[src/rtl/mac_cluster_seq.sv]
// mac_cluster_seq: job sequencer in front of one quad MAC cluster.
// Takes a job descriptor, loads the cluster, streams operand beats into it,
// drains the pipeline and returns the four lane results as one result beat.
// Optional cycle counters on perf_busy/perf_stall: define MAC_SEQ_PERF_EN.
module mac_cluster_seq #(
  parameter int unsigned MIN_W  = 8,
  parameter int unsigned ACC_W  = 32,
  parameter int unsigned CONF_W = 8,
  parameter int unsigned LEN_W  = 16,
  parameter int unsigned LAT    = 3
) (
  input  logic                      clk,
  input  logic                      rst,
  input  logic                      job_valid,
  output logic                      job_ready,
  input  logic [4*ACC_W+CONF_W-1:0] job_cfg,
  input  logic [LEN_W-1:0]          job_len,
  input  logic                      op_valid,
  output logic                      op_ready,
  input  logic [4*MIN_W-1:0]        op_a,
  input  logic [4*MIN_W-1:0]        op_b,
  output logic                      res_valid,
  input  logic                      res_ready,
  output logic [4*ACC_W-1:0]        res_data,
  output logic [3:0]                res_mask,
  output logic                      res_err,
  output logic                      mac_rst,
  output logic                      mac_en,
  output logic [4*MIN_W-1:0]        mac_a,
  output logic [4*MIN_W-1:0]        mac_b,
  output logic [4*ACC_W+CONF_W-1:0] mac_cfg,
  input  logic [4*ACC_W-1:0]        mac_out,
  output logic [31:0]               perf_busy,
  output logic [31:0]               perf_stall
);

  localparam int unsigned OPS_W = 4 * MIN_W;
  localparam int unsigned DRN_W = (LAT > 1) ? $clog2(LAT) : 1;

  typedef enum logic [2:0] {
    S_IDLE,
    S_LOAD,
    S_RUN,
    S_DRAIN,
    S_CAPT,
    S_RESULT
  } state_t;

  state_t             state;
  state_t             state_next;
  logic [LEN_W-1:0]   remaining;
  logic [DRN_W-1:0]   drain_cnt;
  logic               err_q;
  logic               job_fire;
  logic               op_fire;

  // Lane-valid mask for a cluster mode; the reserved mode behaves as single.
  function automatic logic [3:0] mode_mask(input logic [1:0] mode);
    case (mode)
      2'b01:   return 4'b0101;
      2'b10:   return 4'b0001;
      default: return 4'b1111;
    endcase
  endfunction

  assign job_fire = (state == S_IDLE) && job_valid;
  assign op_fire  = (state == S_RUN) && op_valid;

  // State register.
  always_ff @(posedge clk) begin
    if (rst) begin
      state <= S_IDLE;
    end else begin
      state <= state_next;
    end
  end

  // Next-state decode plus the cluster drive that must follow op_valid in the same cycle.
  always_comb begin
    state_next = state;
    mac_en     = 1'b0;
    mac_a      = '0;
    mac_b      = '0;
    case (state)
      S_IDLE: begin
        if (job_valid) begin
          state_next = S_LOAD;
        end
      end
      S_LOAD: begin
        state_next = (remaining != '0) ? S_RUN : S_DRAIN;
      end
      S_RUN: begin
        if (op_fire) begin
          mac_en = 1'b1;
          mac_a  = op_a;
          mac_b  = op_b;
          if (remaining == LEN_W'(1)) begin
            state_next = S_DRAIN;
          end
        end
      end
      S_DRAIN: begin
        // Zero operands push the last real products through the pipeline.
        mac_en = 1'b1;
        mac_a  = OPS_W'(0);
        mac_b  = OPS_W'(0);
        if (drain_cnt == '0) begin
          state_next = S_CAPT;
        end
      end
      S_CAPT: begin
        state_next = S_RESULT;
      end
      S_RESULT: begin
        if (res_ready) begin
          state_next = S_IDLE;
        end
      end
      default: begin
        state_next = S_IDLE;
      end
    endcase
  end

  // Registered handshakes, job registers, counters and result capture.
  always_ff @(posedge clk) begin
    if (rst) begin
      job_ready <= 1'b1;
      op_ready  <= 1'b0;
      res_valid <= 1'b0;
      mac_rst   <= 1'b1;
      mac_cfg   <= '0;
      remaining <= '0;
      drain_cnt <= '0;
      err_q     <= 1'b0;
      res_data  <= '0;
      res_mask  <= '0;
      res_err   <= 1'b0;
    end else begin
      job_ready <= (state_next == S_IDLE);
      op_ready  <= (state_next == S_RUN);
      res_valid <= (state_next == S_RESULT);
      mac_rst   <= (state_next == S_IDLE) || (state_next == S_LOAD);

      if (job_fire) begin
        mac_cfg   <= job_cfg;
        remaining <= job_len;
        err_q     <= (job_cfg[1:0] == 2'b11);
      end else if (op_fire && (remaining != '0)) begin
        remaining <= remaining - LEN_W'(1);
      end

      if ((state_next == S_DRAIN) && (state != S_DRAIN)) begin
        drain_cnt <= DRN_W'(LAT - 1);
      end else if ((state == S_DRAIN) && (drain_cnt != '0)) begin
        drain_cnt <= drain_cnt - DRN_W'(1);
      end

      // The last drain edge lands in the cluster output register; sample it one cycle later.
      if (state == S_CAPT) begin
        res_data <= mac_out;
        res_mask <= mode_mask(mac_cfg[1:0]);
        res_err  <= err_q;
      end
    end
  end

`ifdef MAC_SEQ_PERF_EN
  // Saturating busy and operand-starvation counters.
  always_ff @(posedge clk) begin
    if (rst) begin
      perf_busy  <= '0;
      perf_stall <= '0;
    end else begin
      if ((state != S_IDLE) && (perf_busy != 32'hFFFF_FFFF)) begin
        perf_busy <= perf_busy + 32'd1;
      end
      if ((state == S_RUN) && !op_valid && (perf_stall != 32'hFFFF_FFFF)) begin
        perf_stall <= perf_stall + 32'd1;
      end
    end
  end
`else
  assign perf_busy  = 32'd0;
  assign perf_stall = 32'd0;
`endif

endmodule

[config.mk]
export PLATFORM = sky130hd
export DESIGN_NAME = mac_cluster_seq
export DESIGN_NICKNAME = d
export VERILOG_FILES = /design/src/rtl/mac_cluster_seq.sv
export SDC_FILE = /design/constraint.sdc
export NUM_CORES = 1
export LEC_CHECK = 0
export ABC_AREA = 1
export CELL_PAD_IN_SITES_DETAIL_PLACEMENT = 1
export CELL_PAD_IN_SITES_GLOBAL_PLACEMENT = 1
export CORE_AREA = 2 2 296 298
export DETAILED_ROUTE_END_ITERATION = 10
export DIE_AREA = 0 0 298 300
export PLACE_DENSITY_LB_ADDON = 0.1
export SLEW_MARGIN = 15
export SYNTH_ARGS = -nofsm -noshare
export SYNTH_HDL_FRONTEND = slang
export SYNTH_SLANG_ARGS = --single-unit
[constraint.sdc]
create_clock -name clk -period 1.33 [get_ports clk]
set_input_delay 0.133 -clock clk [delete_from_list [all_inputs] [get_ports clk]]
set_output_delay 0.133 -clock clk [all_outputs]
set_load 0.03 [all_outputs]
# After elaboration in Yosys (flattened, before gate mapping)
# Index checks and enable logic that the tools add are counted.
totals:
  regBits: 295
  in_bits: 349
  elab_cells: 61
  output_inout_bits: 402
op_classes:
  n_addsub: 2
  reduce_logical: 14
  n_eq_ne: 14
  n_mux: 18
ops:
  columns: ["cell", "n"]
  rows:
  - ["$mux 32", 4]
  - ["$mux 16", 2]
  - ["$pmux 3 s6", 1]
  - ["$eq 16x1->1 const B", 1]
  - ["$reduce_bool 16->1", 1]
  - ["$sub 16x1->16 const B", 1]
  - ["$mux 3", 5]
  - ["$eq 3x2->1 const B", 4]
  - ["$eq 3x3->1 const B", 3]
  - ["$pmux 4 s2", 1]
  - ["$eq 3x1->1 const B", 2]
  - ["$logic_not 3->1", 2]
  - ["$reduce_bool 2->1", 3]
  - ["$logic_and 1x1->1", 5]
  - ["$eq 2x2->1 const B", 2]
  - ["$mux 2", 2]
  - ["$ne 3x2->1 const B", 1]
  - ["$eq 2x1->1 const B", 1]
  - ["$logic_not 2->1", 1]
  - ["$mux 1", 2]
  - ["$pmux 1 s2", 1]
  - ["$reduce_or 2->1", 1]
  - ["$sub 2x1->2 const B", 1]
  - ["$logic_or 1x1->1", 1]

# Longest topological paths before layout
# Gate-level depths: netlist of the first run.
depth:
  ltp_word: 7
  depth_mapped: 11
  ltp_nobuf: 11

# Least setup slack after synthesis of the first run
# No wires, ideal clock.
synth_timing:
  path_kind: "register to output"
  startpoint: "register state[1]"
  endpoint: "output mac_b[10]"
  setup_slack_ns: -0.222
  arrival_time_ns: 1.419
  stages_incl_launch_ff: 8
  path_buffers: 1
  required_ns: 1.197
  cell_sequence: "dfxtp_1 > inv_2 > nor2_4 > nand2_2 > nor2_4 > inv_2 > buf_1 > nor2_1"
synth_via:
  elab_chain_cells: 4
synth_rtl:
  columns: ["element", "line", "text"]
  rows:
  - ["start, declared", "49", "state_t state;"]
  - ["start signal, assigned", "74", "state <= state_next;"]
  - ["$eq 3x2->1 *", "67, 84", null]
  - ["$logic_and 1x1->1", "67", "assign op_fire = (state == S_RUN) && op_valid;"]
  - ["$mux 32", "94", "if (op_fire) begin"]
  - ["$mux 32 *", "84", "case (state)"]
  - ["end, declared", "30", "output logic [4*MIN_W-1:0] mac_b,"]
# Mark *: on every way between the ends. The rest lies on a longest branch, timed or not.

# Worst setup path in the final report of the first run
layout_timing:
  startpoint: "register state[2]"
  endpoint: "output mac_en"
layout_via:
  elab_chain_cells: 4
  word_cells_on_any_way: 5
  classes_between: "2 x eq/ne; 2 x mux; 1 x reduce/logical"
layout_rtl:
  columns: ["element", "line", "text"]
  rows:
  - ["$eq 3x2->1", "67, 84", null]
  - ["$logic_and 1x1->1", "67", null]
  - ["$mux 1", "94", null]
  - ["$pmux 1 s2 *", "84", null]
  - ["end, declared", "28", "output logic mac_en,"]
# Marked as above.

==> results of run 1 <==
synthesized netlist by cell type (all sizes together):
master	count
o21ai	286
nand2	60
nor3	3
xnor2	4
a31oi	1
buf	112
clkbuf	54
nand4	1
dfxtp	294
nor2	645
xor2	2
inv	93
conb	1
ha	5
a21oi	17
nand3	30
mux2i	2
or2	3
flip-flops by register name, indices dropped and copies added, names as in the netlist, 2 cells and up:
register and cells:
drain_cnt 2, remaining 16, res_mask 3, mac_cfg 136, res_data 128, state 3
cell usage in the layout (no fill, tap or decap), types with 15 or more instances in the layout:
cell / count
sky130_fd_sc_hd__buf_12: 71
sky130_fd_sc_hd__clkbuf_16: 70
sky130_fd_sc_hd__dfxtp_1: 289
sky130_fd_sc_hd__buf_6: 69
sky130_fd_sc_hd__nor2_1: 442
sky130_fd_sc_hd__inv_1: 84
sky130_fd_sc_hd__o21ai_2: 96
sky130_fd_sc_hd__conb_1: 64
sky130_fd_sc_hd__nand2_1: 44
sky130_fd_sc_hd__nor2_2: 79
sky130_fd_sc_hd__buf_2: 215
sky130_fd_sc_hd__buf_4: 150
sky130_fd_sc_hd__o21ai_1: 61
sky130_fd_sc_hd__clkdlybuf4s50_1: 348
sky130_fd_sc_hd__o21ai_0: 122
sky130_fd_sc_hd__nor2_4: 124
sky130_fd_sc_hd__buf_16: 15
layout make-up:
class	instances	area, um^2	area share
clock buffer	66	1280	0.0514
multi-input combinational	1123	6590	0.264
tap	1155	1450	0.0579
timing repair inverter	3	76.3	0.00306
antenna	3	7.51	0.000301
inverter	93	400	0.0160
timing repair buffer	907	9150	0.367
clock inverter	7	114	0.00456
sequential	294	5890	0.236
cells by family after synthesis:
group	share of synthesized area
fa+ha+maj	0.00532
simple gates	0.246
compound gates	0.130
other cells	0.000319
buf+inv	0.112
flops	0.501
mux	0.00170
xor+xnor	0.00447
worst paths after layout:
path | end | slack [ns]
worst min-delay path | mac_cfg[79] | 0.18
worst max-delay path | mac_en | -0.62
worst min register to register | mac_cfg[82] | 0.46
worst max register to register | mac_cfg[25] | -0.40
through the flow:
| stage | cells | hold slack [ns] |
|---|---|---|
| 2_1_floorplan | 1676 | 0.202 |
| 3_3_place_gp | 3489 | 0.463 |
| 3_5_place_dp | 3489 | 0.472 |
| 4_1_cts | 3595 | 0.127 |
| 5_1_grt | 3650 | 0.165 |
| 6_report | 3651 | 0.181 |
power breakdown:
part	switching (W)	internal [W]	leakage (nW)
registers	0.000414	0.00951	2.41
clock network	0.00447	0.00714	0.688
logic	0.00494	0.00406	7.72
metal layers:
layer  track usage  vias to the layer above
li1              -                     6670
met1         0.143                     6516
met2         0.252                      449
met3        0.0413                       84
met4        0.0415                        6
met5             0                        -
what timing repair did:
| action | in CTS | in global routing |
|---|---|---|
| gates cloned | 9 | 42 |
| endpoints found under the setup margin | 578 | 364 |
| resized for setup | 1228 | 550 |
| setup buffers | 25 | 18 |
| pin swaps | 8 | 136 |
worst reg2reg max path, cell delays in order, from the launching register on:
cell	delay (ns)
sky130_fd_sc_hd__dfxtp_4	0.36
sky130_fd_sc_hd__buf_4	0.13
sky130_fd_sc_hd__buf_6	0.12
sky130_fd_sc_hd__nor2_4	0.09
sky130_fd_sc_hd__nand3_4	0.17
sky130_fd_sc_hd__inv_8	0.15
sky130_fd_sc_hd__buf_12	0.12
sky130_fd_sc_hd__buf_12	0.13
sky130_fd_sc_hd__buf_12	0.13
sky130_fd_sc_hd__buf_16	0.13
sky130_fd_sc_hd__nor2_2	0.04
sky130_fd_sc_hd__nor2_1	0.10
==> run_results.csv, run 1 <==
group,metric,value,unit
placed_design,place.port_buffers,686,
sta,unrepaired_setup_endpoints_after_global_routing,"true",
route,via_per_inst,3.76,
critical_path,crit_path_start_kind,"flop",
pwr,total_leakage_power,10.8,nW
critical_path,worst_setup_path_end_kind,"primary output",
route,dr_wl_met3,4.83,mm
worst_hold_path,timing.hold.worst.class,"input port to flop",
pwr,power.total,0.0305,W
critical_path,worst-r2r-cell-count,11,
synthesis,synth.largest_area_cell,"sky130_fd_sc_hd__dfxtp_1",
critical_path,setup.worst_path.class,"flop to primary output",
run,max_cap_viol_count,0,
synthesis,synthesis.area,11800,um^2
placed_design,place.gp.congestion,0.842,
cells_and_area,final_area,25000,um^2
cells_and_area,final_core_utilization,0.290,
pwr,power-per-cell-area,1220,nW/um^2
outcome,failing_checks,"setup timing",
synthesis,avgSynthCellArea,7.29,um^2
critical_path,critPathTopFamily,"buffers and inverters",
die,die_w,298,um
cells_and_area,num-fill-cells,10166,
die,rows,108,
global_routing,grt_pass1_vias,13734,
critical_path,worst-path-buf-inv,6,
critical_path,slowest_stage_cell_crit_path,"sky130_fd_sc_hd__dfxtp_4",
synthesis,synthesis.instances,1613,
route,detail_route.wl_per_cell,19.0,um
critical_path,setup.worst_path.start,"state[2]",
sta,setup-violations-final,358,
cells_and_area,share_of_post_route_cells_with_drive_strength_above_1,0.398,
sta,hold_viol,0,
synthesis,synth_top_cells_by_area,"sky130_fd_sc_hd__dfxtp_1, sky130_fd_sc_hd__nor2_1, sky130_fd_sc_hd__o21ai_0",
die,floorplan.initialDensity,0.136,
sta,post-route-min-period,1.95,ns
route,length_of_routed_wiring_on_met1,26.7,mm
sta,post-route-period-util,1.47,
route,routed_wl,69.3,mm
placed_design,dp_slack,-0.424,ns
global_routing,globalRouteTotalUtil,0.135,
route,number_of_iterations_in_the_first_detailed_routing_pass,4,
global_routing,grt_antenna_before_repair,7,
sta,timing.final.max_slew_violations,0,
clock_network,clock_latency,0.56,ns
die,coreArea,86200,um^2
critical_path,path_common_cell,"sky130_fd_sc_hd__buf_6",
placed_design,dpl.hpwl,47.9,mm
critical_path,reg_to_reg_start,"state[2]",
synthesis,sequential_to_total_area_share_from_yosys_stat,0.501,
clock_network,cts.reportedPaths.clkPinSlew,0.06,ns
route,drt.antenna.violating_nets,0,
clock_network,hold_buffers,0,
clock_network,clock_tree.root_cell,"sky130_fd_sc_hd__clkbuf_16",
route,top_layer_used,"met5",
die,ioPinCount,751,
placed_design,detailed_place.area,21200,um^2
cells_and_area,area_delta_synth_final,112,%
critical_path,critPathMaxStageDelay,0.36,ns
worst_hold_path,worst_hold_startpoint,"job_cfg[79]",
die,die_area,89400,um^2
clock_network,clockBufferDepth,3,
route,detailroute.wirelength.met2,36.0,mm
route,routed-via-count,13725,
synthesis,post_synth_num_cell_types,28,
synthesis,ys_seq_elements,294,
cells_and_area,finalNetCount,2817,
clock_network,cts_inserted_buffers,41,
synthesis,post-synth-top-area-fraction,0.501,
critical_path,worst_ep_required_time,1.20,ns
clock_network,cts_tree,"yes",
critical_path,critical_path.cell_chain,"nor2_4 -> buf_4 -> buf_6 -> buf_6 -> nand2_2 -> buf_6 -> buf_6 -> nand2_4 -> buf_6",
clock_network,h-tree-depth,2,
global_routing,grt_max_degree,60,
worst_hold_path,worst_hold_path.num_cells,3,
route,drcViolationCount,0,
outcome,status,"complete, but fails checks",
global_routing,grt_first_pass_wirelength,91.6,mm
die,die_h,300,um
pwr,peakVddDrop,776,uV
critical_path,crit_fanout,3,
critical_path,timing.critical_path.depth,9,
synthesis,yosys_warnings,0,
route,detailedRoute.firstIterationViolations,300,
sta,total_negative_slack,-123.07,ns
sta,finalWorstSetupSlack,-0.624,ns
sta,finalClockSkew,0.0182,ns
clock_network,numClockSinks,294,
global_routing,grt_remaining_overflow,0,
sta,fmax,512,MHz
critical_path,worstPathArrival,1.82,ns
Power figures use the tool's default switching activity.
==> run 2: changes to the inputs <==
--- a/config.mk
+++ b/config.mk
@@ -11,7 +11,7 @@
 export CORE_AREA = 2 2 296 298
 export DETAILED_ROUTE_END_ITERATION = 10
 export DIE_AREA = 0 0 298 300
-export PLACE_DENSITY_LB_ADDON = 0.1
+export PLACE_DENSITY_LB_ADDON = 0.08
 export SLEW_MARGIN = 15
 export SYNTH_ARGS = -nofsm -noshare
 export SYNTH_HDL_FRONTEND = slang
==> run 2 against run 1 <==
  * The run still ends with setup timing left
  * Wire length fell by 1.9%
  * Non-clock buffer count fell by 13
  * Combinational power fell by 2.7%
  * Largest cell class unchanged
  * Critical endpoint is now mac_a[19]
  * Final cell count fell by 0.19%
  * Highest routed layer unchanged
==> run_results.csv, run 2 (same netlist as run 1, synthesis figures left out) <==
group,metric,value,unit
placed_design,place.port_buffers,686,
clock_network,h-tree-depth,2,
global_routing,grt_pass1_vias,14273,
sta,timing.final.max_slew_violations,0,
cells_and_area,finalNetCount,2807,
critical_path,crit_path_start_kind,"flop",
route,via_per_inst,3.71,
die,coreArea,86200,um^2
critical_path,worst_setup_path_end_kind,"primary output",
die,rows,108,
cells_and_area,share_of_post_route_cells_with_drive_strength_above_1,0.334,
route,drcViolationCount,0,
run,max_cap_viol_count,0,
cells_and_area,most_frequent_standard_cell_in_the_layout_excluding_fill_and_tap_cells,"sky130_fd_sc_hd__nor2_1",
sta,post-route-period-util,1.46,
pwr,total_leakage_power,10.3,nW
route,number_of_iterations_in_the_first_detailed_routing_pass,4,
die,die_w,298,um
critical_path,worstPathArrival,1.81,ns
sta,hold_viol,0,
cells_and_area,area_delta_synth_final,102,%
sta,setup-violations-final,362,
cells_and_area,biggestRegsByFlops,"mac_cfg: 136 flops, res_data: 128 flops, remaining: 16 flops",
placed_design,detailed_place.area,21200,um^2
pwr,power-per-cell-area,1260,nW/um^2
worst_hold_path,worst_hold_startpoint,"job_cfg[16]",
global_routing,grt_max_degree,38,
route,detailedRoute.firstIterationViolations,339,
cells_and_area,final_area,23800,um^2
cells_and_area,final_cell_mix,"sky130_fd_sc_hd__nor2_1, sky130_fd_sc_hd__clkdlybuf4s50_1, sky130_fd_sc_hd__dfxtp_1, sky130_fd_sc_hd__buf_2, sky130_fd_sc_hd__buf_4",
sta,total_negative_slack,-116.35,ns
placed_design,place.gp.congestion,0.829,
route,drt.antenna.violating_nets,0,
clock_network,clock_tree.root_cell,"sky130_fd_sc_hd__clkbuf_16",
sta,unrepaired_setup_endpoints_after_global_routing,"true",
pwr,power.total,0.0299,W
outcome,failing_checks,"setup timing",
die,floorplan.initialDensity,0.136,
route,routed_wl,68.0,mm
clock_network,numClockSinks,294,
cells_and_area,num-fill-cells,10198,
sta,finalClockSkew,0.0157,ns
outcome,status,"complete, but fails checks",
die,ioPinCount,751,
die,die_area,89400,um^2
clock_network,cts_tree,"yes",
clock_network,cts.reportedPaths.clkPinSlew,0.06,ns
cells_and_area,largest-register,"mac_cfg",
clock_network,cts_inserted_buffers,42,
global_routing,grt_antenna_before_repair,14,
worst_hold_path,timing.hold.worst.class,"input port to flop",
global_routing,globalRouteTotalUtil,0.141,
global_routing,grt_remaining_overflow,0,
critical_path,reg_to_reg_start,"state[2]",
global_routing,grt_first_pass_wirelength,95.1,mm
critical_path,worst_ep_required_time,1.20,ns
sta,post-route-min-period,1.94,ns
placed_design,dpl.hpwl,48.7,mm
critical_path,crit_fanout,8,
pwr,peakVddDrop,821,uV
sta,fmax,515,MHz
clock_network,hold_buffers,0,
clock_network,clockBufferDepth,3,
clock_network,clock_latency,0.56,ns
sta,hold_ws,0.185,ns
critical_path,setup.worst_path.class,"flop to primary output",
critical_path,setup.worst_path.start,"state[1]",
cells_and_area,max_ffs_per_register,136,
route,detail_route.wl_per_cell,18.7,um
route,routed-via-count,13504,
die,die_h,300,um
sta,finalWorstSetupSlack,-0.610,ns
## run 2: cell count changes in the layout (fill, tap and decap cells not counted), sizes merged, moves of 2 or more
cell and delta:
clkbuf -12, inv +2, diode +6, clkinv -2, bufinv -2
## run 2: metrics by stage
step / utilization / setup slack, ns / cells
floorplan: - / -0.174 / 1676
global placement: 0.246 / -0.365 / 3480
detailed placement: 0.246 / -0.357 / 3480
CTS: 0.263 / -0.679 / 3600
global route: 0.276 / -0.707 / 3643
finish: 0.276 / -0.610 / 3644
## run 2: path summary, 6_finish.rpt
path / end / slack [ns] / cells after the start
setup / recovery: mac_a[19] / -0.61 / 8
hold / removal: mac_cfg[16] / 0.19 / 3
setup reg to reg: remaining[14] / -0.42 / 9
hold reg to reg: mac_cfg[128] / 0.46 / 2
## run 2: timing repair
item	4_1_cts	5_1_grt
resized for setup	1241	242
gates cloned	17	19
endpoints found under the setup margin	575	366
setup buffers	33	20
pin swaps	22	28
## run 2: final cells by class
type	instances	area, um^2	share of cell area
Antenna cell	9	22.5	0.000947
Sequential cell	294	5890	0.248
Tap cell	1155	1450	0.0607
Timing Repair inverter	4	42.5	0.00179
Timing Repair Buffer	894	8780	0.369
Clock inverter	4	48.8	0.00205
Clock buffer	67	1300	0.0545
Inverter	93	429	0.0180
Multi-Input combinational cell	1124	5830	0.245
## run 2: worst max-delay path, stage by stage, from the launching register on
cell and delay [ns]:
sky130_fd_sc_hd__dfxtp_2 0.33, sky130_fd_sc_hd__inv_2 0.04, sky130_fd_sc_hd__nor2_4 0.09, sky130_fd_sc_hd__nand2_2 0.08, sky130_fd_sc_hd__nor2_4 0.15, sky130_fd_sc_hd__inv_8 0.10
sky130_fd_sc_hd__clkbuf_16 0.20, sky130_fd_sc_hd__nor2_4 0.08, sky130_fd_sc_hd__buf_4 0.16
## run 2: metal layers
| layer | wire [um] | track usage | up-vias |
|---|---|---|---|
| met3 | 4990 | 0.0478 | 94 |
| met2 | 35300 | 0.259 | 449 |
| met4 | 1920 | 0.0480 | 10 |
| met5 | 54 | 0 | - |
| met1 | 25700 | 0.151 | 6303 |
| li1 | - | - | 6648 |
## run 2: power by group
group          total [W]  internal (W)  switching (W)  leakage (nW)
clock network     0.0112       0.00680        0.00439         0.663
logic            0.00877       0.00394        0.00483          7.27
registers        0.00990       0.00951       0.000392          2.41
total             0.0299        0.0203        0.00961          10.3
